## config.mk

```make
export PLATFORM = sky130hd
export DESIGN_NAME = csr_access_ctrl_flat
export DESIGN_NICKNAME = d
export VERILOG_FILES = /design/src/rtl/csr_pkg.sv /design/src/rtl/csr_access_ctrl_if.sv /design/src/rtl/csr_alu.sv /design/src/rtl/csr_access_ctrl.sv /design/src/flat_wrapper.sv
export SDC_FILE = /design/constraint.sdc
export NUM_CORES = 1
export LEC_CHECK = 0
export CAP_MARGIN = 20
export CORE_MARGIN = 2
export CORE_UTILIZATION = 45
export DETAILED_ROUTE_END_ITERATION = 16
export PLACE_DENSITY_LB_ADDON = 0.2
export SLEW_MARGIN = 0
export SYNTH_ARGS = -nofsm -noshare
export SYNTH_HDL_FRONTEND = slang
export SYNTH_SLANG_ARGS = --single-unit
```

## constraint.sdc

```tcl
create_clock -name clk -period 2.17 [get_ports clk]
set_input_delay 0.434 -clock clk [delete_from_list [all_inputs] [get_ports clk]]
set_output_delay 0.434 -clock clk [all_outputs]
set_load 0.005 [all_outputs]
```

## src/rtl/csr_pkg.sv

```systemverilog
// Shared encodings for the CSR access controller.
// Optional cycle counter selected by CSR_CYCLE_CNT_EN.
package csr_pkg;

  localparam logic [2:0] F3_RW  = 3'b001;
  localparam logic [2:0] F3_RS  = 3'b010;
  localparam logic [2:0] F3_RC  = 3'b011;
  localparam logic [2:0] F3_RWI = 3'b101;
  localparam logic [2:0] F3_RSI = 3'b110;
  localparam logic [2:0] F3_RCI = 3'b111;

  typedef enum logic [1:0] {
    IDLE,
    READ,
    WRITE,
    RESP
  } state_e;

  localparam logic [11:0] CSR_ADDR_CYCLE  = 12'hC00;
  localparam logic [11:0] CSR_ADDR_CYCLEH = 12'hC80;
  localparam logic [11:0] CSR_RO_MASK     = 12'hC00;

  function automatic logic csr_is_ro(
    input logic [11:0] a
  );
    return (a & CSR_RO_MASK) == CSR_RO_MASK;
  endfunction

endpackage

```

## src/rtl/csr_access_ctrl_if.sv

```systemverilog
// Execute-stage request/response and CSR file port bundle.
// slave = controller side, master = pipeline and CSR file side.
interface csr_access_ctrl_if #(
  parameter int DWIDTH = 32,
  parameter int AWIDTH = 12
) ();

  logic              req_valid;
  logic              req_ready;
  logic [2:0]        req_funct3;
  logic [AWIDTH-1:0] req_addr;
  logic [4:0]        req_rs1_idx;
  logic [DWIDTH-1:0] req_rs1_data;
  logic              rsp_valid;
  logic              rsp_ready;
  logic [DWIDTH-1:0] rsp_rdata;
  logic              rsp_illegal;
  logic [AWIDTH-1:0] csr_addr;
  logic [DWIDTH-1:0] csr_wdata;
  logic              csr_we;
  logic [DWIDTH-1:0] csr_rdata;

  modport slave (
    input  req_valid,
    output req_ready,
    input  req_funct3,
    input  req_addr,
    input  req_rs1_idx,
    input  req_rs1_data,
    output rsp_valid,
    input  rsp_ready,
    output rsp_rdata,
    output rsp_illegal,
    output csr_addr,
    output csr_wdata,
    output csr_we,
    input  csr_rdata
  );

  modport master (
    output req_valid,
    input  req_ready,
    output req_funct3,
    output req_addr,
    output req_rs1_idx,
    output req_rs1_data,
    input  rsp_valid,
    output rsp_ready,
    input  rsp_rdata,
    input  rsp_illegal,
    input  csr_addr,
    input  csr_wdata,
    input  csr_we,
    output csr_rdata
  );

endinterface

```

## src/rtl/csr_alu.sv

```systemverilog
// Zicsr read-modify-write value, write request and legality.
module csr_alu
  import csr_pkg::*;
#(
  parameter int DWIDTH = 32,
  parameter int AWIDTH = 12
) (
  input  logic [DWIDTH-1:0] old_i,
  input  logic [DWIDTH-1:0] operand_i,
  input  logic [2:0]        funct3_i,
  input  logic [4:0]        rs1_idx_i,
  input  logic [AWIDTH-1:0] addr_i,
  output logic [DWIDTH-1:0] new_o,
  output logic              wr_req_o,
  output logic              illegal_o
);

  logic bad_f3;
  logic set_clr;

  assign set_clr = rs1_idx_i != 5'd0;

  always_comb begin
    new_o    = old_i;
    wr_req_o = 1'b0;
    bad_f3   = 1'b0;
    unique case (1'b1)
      funct3_i == F3_RW,
      funct3_i == F3_RWI: begin
        new_o    = operand_i;
        wr_req_o = 1'b1;
      end
      funct3_i == F3_RS,
      funct3_i == F3_RSI: begin
        new_o    = old_i | operand_i;
        wr_req_o = set_clr;
      end
      funct3_i == F3_RC,
      funct3_i == F3_RCI: begin
        new_o    = old_i & ~operand_i;
        wr_req_o = set_clr;
      end
      default: bad_f3 = 1'b1;
    endcase
  end

  assign illegal_o = bad_f3 |
    (wr_req_o & csr_is_ro(12'(addr_i)));

endmodule

```

## src/rtl/csr_access_ctrl.sv

```systemverilog
// CSR access controller: IDLE->READ->(WRITE)->RESP.
// CSR_CYCLE_CNT_EN maps a 64-bit cycle counter at 0xC00/0xC80.
module csr_access_ctrl
  import csr_pkg::*;
#(
  parameter int DWIDTH = 32,
  parameter int AWIDTH = 12
) (
  input logic         clk,
  input logic         rst,
  csr_access_ctrl_if.slave bus
);

  state_e state_q, state_d;

  logic [2:0]        f3_q;
  logic [AWIDTH-1:0] addr_q;
  logic [4:0]        idx_q;
  logic [DWIDTH-1:0] opnd_q;
  logic [DWIDTH-1:0] old_q;
  logic [DWIDTH-1:0] new_q;
  logic              ill_q;

  logic [DWIDTH-1:0] old_rd;
  logic [DWIDTH-1:0] alu_new;
  logic              alu_wr;
  logic              alu_ill;
  logic              accept;

  assign accept = (state_q == IDLE) & bus.req_valid;

`ifdef CSR_CYCLE_CNT_EN
  logic [63:0] cnt_q;

  always_ff @(posedge clk) begin
    if (rst) cnt_q <= '0;
    else     cnt_q <= cnt_q + 64'd1;
  end

  always_comb begin
    old_rd = bus.csr_rdata;
    if (12'(addr_q) == CSR_ADDR_CYCLE)
      old_rd = DWIDTH'(cnt_q[31:0]);
    else if (12'(addr_q) == CSR_ADDR_CYCLEH)
      old_rd = DWIDTH'(cnt_q[63:32]);
  end
`else
  assign old_rd = bus.csr_rdata;
`endif

  csr_alu #(
    .DWIDTH (DWIDTH),
    .AWIDTH (AWIDTH)
  ) u_alu (
    .old_i     (old_rd),
    .operand_i (opnd_q),
    .funct3_i  (f3_q),
    .rs1_idx_i (idx_q),
    .addr_i    (addr_q),
    .new_o     (alu_new),
    .wr_req_o  (alu_wr),
    .illegal_o (alu_ill)
  );

  always_ff @(posedge clk) begin
    if (rst) state_q <= IDLE;
    else     state_q <= state_d;
  end

  always_comb begin
    state_d = state_q;
    unique case (state_q)
      IDLE:  if (bus.req_valid) state_d = READ;
      READ:  state_d = (alu_wr & ~alu_ill) ?
                       WRITE : RESP;
      WRITE: state_d = RESP;
      RESP:  if (bus.rsp_ready) state_d = IDLE;
      default: state_d = IDLE;
    endcase
  end

  always_ff @(posedge clk) begin
    if (rst) begin
      f3_q   <= '0;
      addr_q <= '0;
      idx_q  <= '0;
      opnd_q <= '0;
      old_q  <= '0;
      new_q  <= '0;
      ill_q  <= 1'b0;
    end else begin
      if (accept) begin
        f3_q   <= bus.req_funct3;
        addr_q <= bus.req_addr;
        idx_q  <= bus.req_rs1_idx;
        opnd_q <= bus.req_funct3[2] ?
                  DWIDTH'(bus.req_rs1_idx) :
                  bus.req_rs1_data;
      end
      if (state_q == READ) begin
        old_q <= alu_ill ? '0 : old_rd;
        new_q <= alu_new;
        ill_q <= alu_ill;
      end
    end
  end

  // strobe is gated by rst so an aborting reset never writes
  assign bus.csr_we      = (state_q == WRITE) & ~rst;
  assign bus.req_ready   = state_q == IDLE;
  assign bus.rsp_valid   = state_q == RESP;
  assign bus.rsp_rdata   = old_q;
  assign bus.rsp_illegal = ill_q;
  assign bus.csr_addr    = addr_q;
  assign bus.csr_wdata   = new_q;

endmodule

```

## src/flat_wrapper.sv

```systemverilog
// flat-port wrapper written by rule: the top's interface ports become plain ports
module csr_access_ctrl_flat import csr_pkg::*;
#(
  parameter int DWIDTH = 32,
  parameter int AWIDTH = 12
)
  (clk, rst, bus_req_valid, bus_req_ready, bus_req_funct3, bus_req_addr, bus_req_rs1_idx, bus_req_rs1_data, bus_rsp_valid, bus_rsp_ready, bus_rsp_rdata, bus_rsp_illegal, bus_csr_addr, bus_csr_wdata, bus_csr_we, bus_csr_rdata);
  csr_access_ctrl_if #(.DWIDTH(DWIDTH), .AWIDTH(AWIDTH)) bus_i ();
  input logic clk;
  input logic rst;
  input wire logic [$bits(bus_i.req_valid)-1:0] bus_req_valid;
  output wire logic [$bits(bus_i.req_ready)-1:0] bus_req_ready;
  input wire logic [$bits(bus_i.req_funct3)-1:0] bus_req_funct3;
  input wire logic [$bits(bus_i.req_addr)-1:0] bus_req_addr;
  input wire logic [$bits(bus_i.req_rs1_idx)-1:0] bus_req_rs1_idx;
  input wire logic [$bits(bus_i.req_rs1_data)-1:0] bus_req_rs1_data;
  output wire logic [$bits(bus_i.rsp_valid)-1:0] bus_rsp_valid;
  input wire logic [$bits(bus_i.rsp_ready)-1:0] bus_rsp_ready;
  output wire logic [$bits(bus_i.rsp_rdata)-1:0] bus_rsp_rdata;
  output wire logic [$bits(bus_i.rsp_illegal)-1:0] bus_rsp_illegal;
  output wire logic [$bits(bus_i.csr_addr)-1:0] bus_csr_addr;
  output wire logic [$bits(bus_i.csr_wdata)-1:0] bus_csr_wdata;
  output wire logic [$bits(bus_i.csr_we)-1:0] bus_csr_we;
  input wire logic [$bits(bus_i.csr_rdata)-1:0] bus_csr_rdata;
  assign bus_i.req_valid = bus_req_valid;
  assign bus_req_ready = bus_i.req_ready;
  assign bus_i.req_funct3 = bus_req_funct3;
  assign bus_i.req_addr = bus_req_addr;
  assign bus_i.req_rs1_idx = bus_req_rs1_idx;
  assign bus_i.req_rs1_data = bus_req_rs1_data;
  assign bus_rsp_valid = bus_i.rsp_valid;
  assign bus_i.rsp_ready = bus_rsp_ready;
  assign bus_rsp_rdata = bus_i.rsp_rdata;
  assign bus_rsp_illegal = bus_i.rsp_illegal;
  assign bus_csr_addr = bus_i.csr_addr;
  assign bus_csr_wdata = bus_i.csr_wdata;
  assign bus_csr_we = bus_i.csr_we;
  assign bus_i.csr_rdata = bus_csr_rdata;
  csr_access_ctrl #(.DWIDTH(DWIDTH), .AWIDTH(AWIDTH)) u_core (.clk(clk), .rst(rst), .bus(bus_i));
endmodule
```

==> results.md <==
* Crit-path cells: inv_1 > ha_4 > clkdlybuf4s50_1
* Most used flip-flop cell after synthesis: dfxtp_1
* EDFF count, synth at 0
* Total track usage at around 25%
* WP data arrival at 1.67 ns
* Placed insts at 783
* Number of I/O port buffers at about 170
* Non-filler cells, final at between 800 and 900
* # hold bufs at CTS at 0
* Final period utilization at 97.0%
* Fraction of layout cells with a size suffix above 1 at 8.98%
* Mean Syn Cell Area at between 9 and 10 um^2
* Final setup vio count at 0
* # IOs at 168
* Post-CTS Setup Repair Bufs at 0
* Clk sink count at roughly 120
* HPWL after DPL at about 9.5 mm
* Clk_lat worst skew at about 0.52 ns
* Routed len/inst at 17.4 um
* Status: finished clean
* Final hold viol count at 0
* Final WS setup at between 0.06 and 0.07 ns
* Crit path kind: reg2out
* Fmax at ~470 MHz
* Crit path time final at approximately 2.1 ns
* Violation count after the first detailed-route iteration at between 100 and 150
* Synth-to-Final Area Change at 49.8%
* Rel. slew slack at 42.4%
* Count of final max-slew check failures at 0
* DR pass1 iterations at 5
* Core Util, Final at between 60% and 70%
* Row count at 37
* Clock transition at path regs at roughly 0.06 ns
* Worst Skew at between 0.01 and 0.015 ns
* Worst path max stage delay at slightly above 0.5 ns
* Required time at the endpoint of the critical path at 1.74 ns
* Worst path slowest cell: clkdlybuf4s50_1
* Crit path max fanout at 6
* Cell Area, Placed at about 6600 um^2
* Unique masters post-synth at 31
* Max-cap violations at 0
* Setup TNS at 0 ns
* Die ar. at roughly 12,000 um^2
* Peak supply drop at roughly 0.00065 V
* Power Density at 1200 nW/um^2
* Clock H-tree levels at 4
* Syn Inst Count at between 500 and 600
* Pre-CTS setup slack at slightly below 0.3 ns
* Synth Net Count at a little over 600
* Most frequent cells in the layout: 165 x clkdlybuf4s50_1, 116 x dfxtp_1, 79 x a21oi_1
* Placeable core area at roughly 10,000 um^2
* Synthesized area at about 4800 um^2
* Hold crit path type: in2reg
* Design Area, Final at a little over 7000 um^2
* Pin count of the biggest net entering global routing at 54
* Antenna viol nets, final at 0
* CTS Root Cell: clkbuf_8
* Via density at 5.56
* Clock tree buffer depth at 2
* Number of global-route vias before repair at 4,463
* Vias at about 4,500
* TritonCTS Buffers at 17
* WL final at roughly 14 mm
* CTS tree: built
* Sum of buffers and inverters on the critical path at 2
* Die Span X at between 100 and 150 um
* Initial antenna violation count at 0
* Lkg Pwr at 2.72 nW
* Commonest non-fill, non-tap cell in the layout: clkdlybuf4s50_1
* Crit path launch type: register
* Die height at 107 um
* Global-route wire length before repair at between 20 and 25 mm
* Crit. End Element: output pin
* Inserted Diodes at 0
* Initial cell density of the core at a little under half
* Synth async-reset ratio at 0%
* Synth Register Bits at between 100 and 150
* Final net count at 758
* Final GP Congestion at about 0.82
* Delay-heaviest family, CP: buffers and inverters
* Remaining global-route overflow at 0
* Unrepaired setup endpoints after global routing: no
* Worst Tran Pin Value at roughly 0.86 ns
* Syn. warnings at 0
* Register area share after synthesis at between 40 and 50%
* Drc violations at 0
==> routing by layer <==
metal | part of all wire, % | vias up | wire length, um | global-route usage [%]
li1 | - | 2187 | - | -
met1 | 40 | 2135 | 5690 | 29.9
met2 | 49 | 190 | 6910 | 40.5
met3 | 9.5 | 16 | 1350 | 7.75
met4 | 1.6 | 0 | 224 | 9.62
met5 | 0 | - | 0 | 0
==> flip-flops by register name, indices dropped and copies added (netlist names) <==
register,flops
u_core.bus.rsp_rdata,32
u_core.bus.csr_wdata,32
u_core.idx_q,5
u_core.bus.rsp_illegal,1
u_core.state_q,2
u_core.f3_q,2
u_core.bus.csr_addr,12
u_core.opnd_q,32
==> worst register-to-register path, cell delays in order (launching register included) <==
cell	delay (ns)
dfxtp_1	0.39
inv_2	0.08
ha_2	0.27
nor2_2	0.71
buf_12	0.24
a32o_1	0.13
==> cells in the mapped netlist (2+ instances only) <==
cell type	count	share of area (%)
nand3b_1	27	4.2
a32o_1	32	6.7
buf_6	3	0.70
mux2i_1	5	1.0
nor2_1	7	0.55
dfxtp_1	118	49
nand2b_1	3	0.39
a211oi_1	37	5.8
o22ai_1	32	4.2
clkbuf_1	38	3.0
inv_1	4	0.31
buf_2	3	0.31
a21oi_1	79	8.2
buf_1	7	0.55
ha_1	4	1.0
a21o_1	2	0.31
nand2_1	68	5.3
xor2_1	32	5.8
==> worst paths after layout <==
kind                           from                  endpoint  slack [ns]  cells after the start
max               u_core.state_q[0]             bus_req_ready        0.06                      3
max reg2reg       u_core.state_q[1]  u_core.bus.rsp_rdata[13]        0.28                      5
min                             rst            u_core.f3_q[1]        0.19                      2
min reg2reg  u_core.bus.csr_addr[9]    u_core.bus.csr_addr[9]        0.45                      2
==> logic make-up (layout without fill, tap and decap cells) <==
| family | Yosys count | count (layout) | synth area share [%] |
|---|---|---|---|
| AOI/OAI and AO/OA | 187 | 187 | 26.4 |
| xor gates and xnor gates | 32 | 32 | 5.83 |
| adders and majority gates | 4 | 4 | 1.04 |
| buffers and inverters | 56 | 221 | 5.00 |
| DFF | 118 | 118 | 49.1 |
| muxes | 5 | 5 | 1.04 |
| and+or+nand+nor | 112 | 112 | 11.5 |
==> report_power, final <==
part           internal [mW]  switching [mW]
Clock                   1.66            1.08
Sequential              2.66           0.323
Combinational           1.52            1.36
==> area by class of cell <==
type	instances	area [um^2]
clock inverters	15	168
repair buffers	185	1840
well taps	136	170
flip-flops and latches	118	2370
inverters	4	15.0
multi-input cells	340	2230
fillers	813	3170
clock buffers	17	414
==> metrics by stage <==
step | hold slack [ns] | power (mW)
after floorplan | 0.436 | 4.46
after global placement | 0.442 | 5.76
after detailed placement | 0.449 | 5.87
after CTS | 0.171 | 8.65
after global routing | 0.187 | 9.06
final | 0.194 | 8.61
==> repair_timing <==
action                     4_1_cts  5_1_grt
setup endpoints to repair        2        1
resized for setup                5        1
cloned                           0        0
No activity file was read; power rests on OpenSTA's default activity.
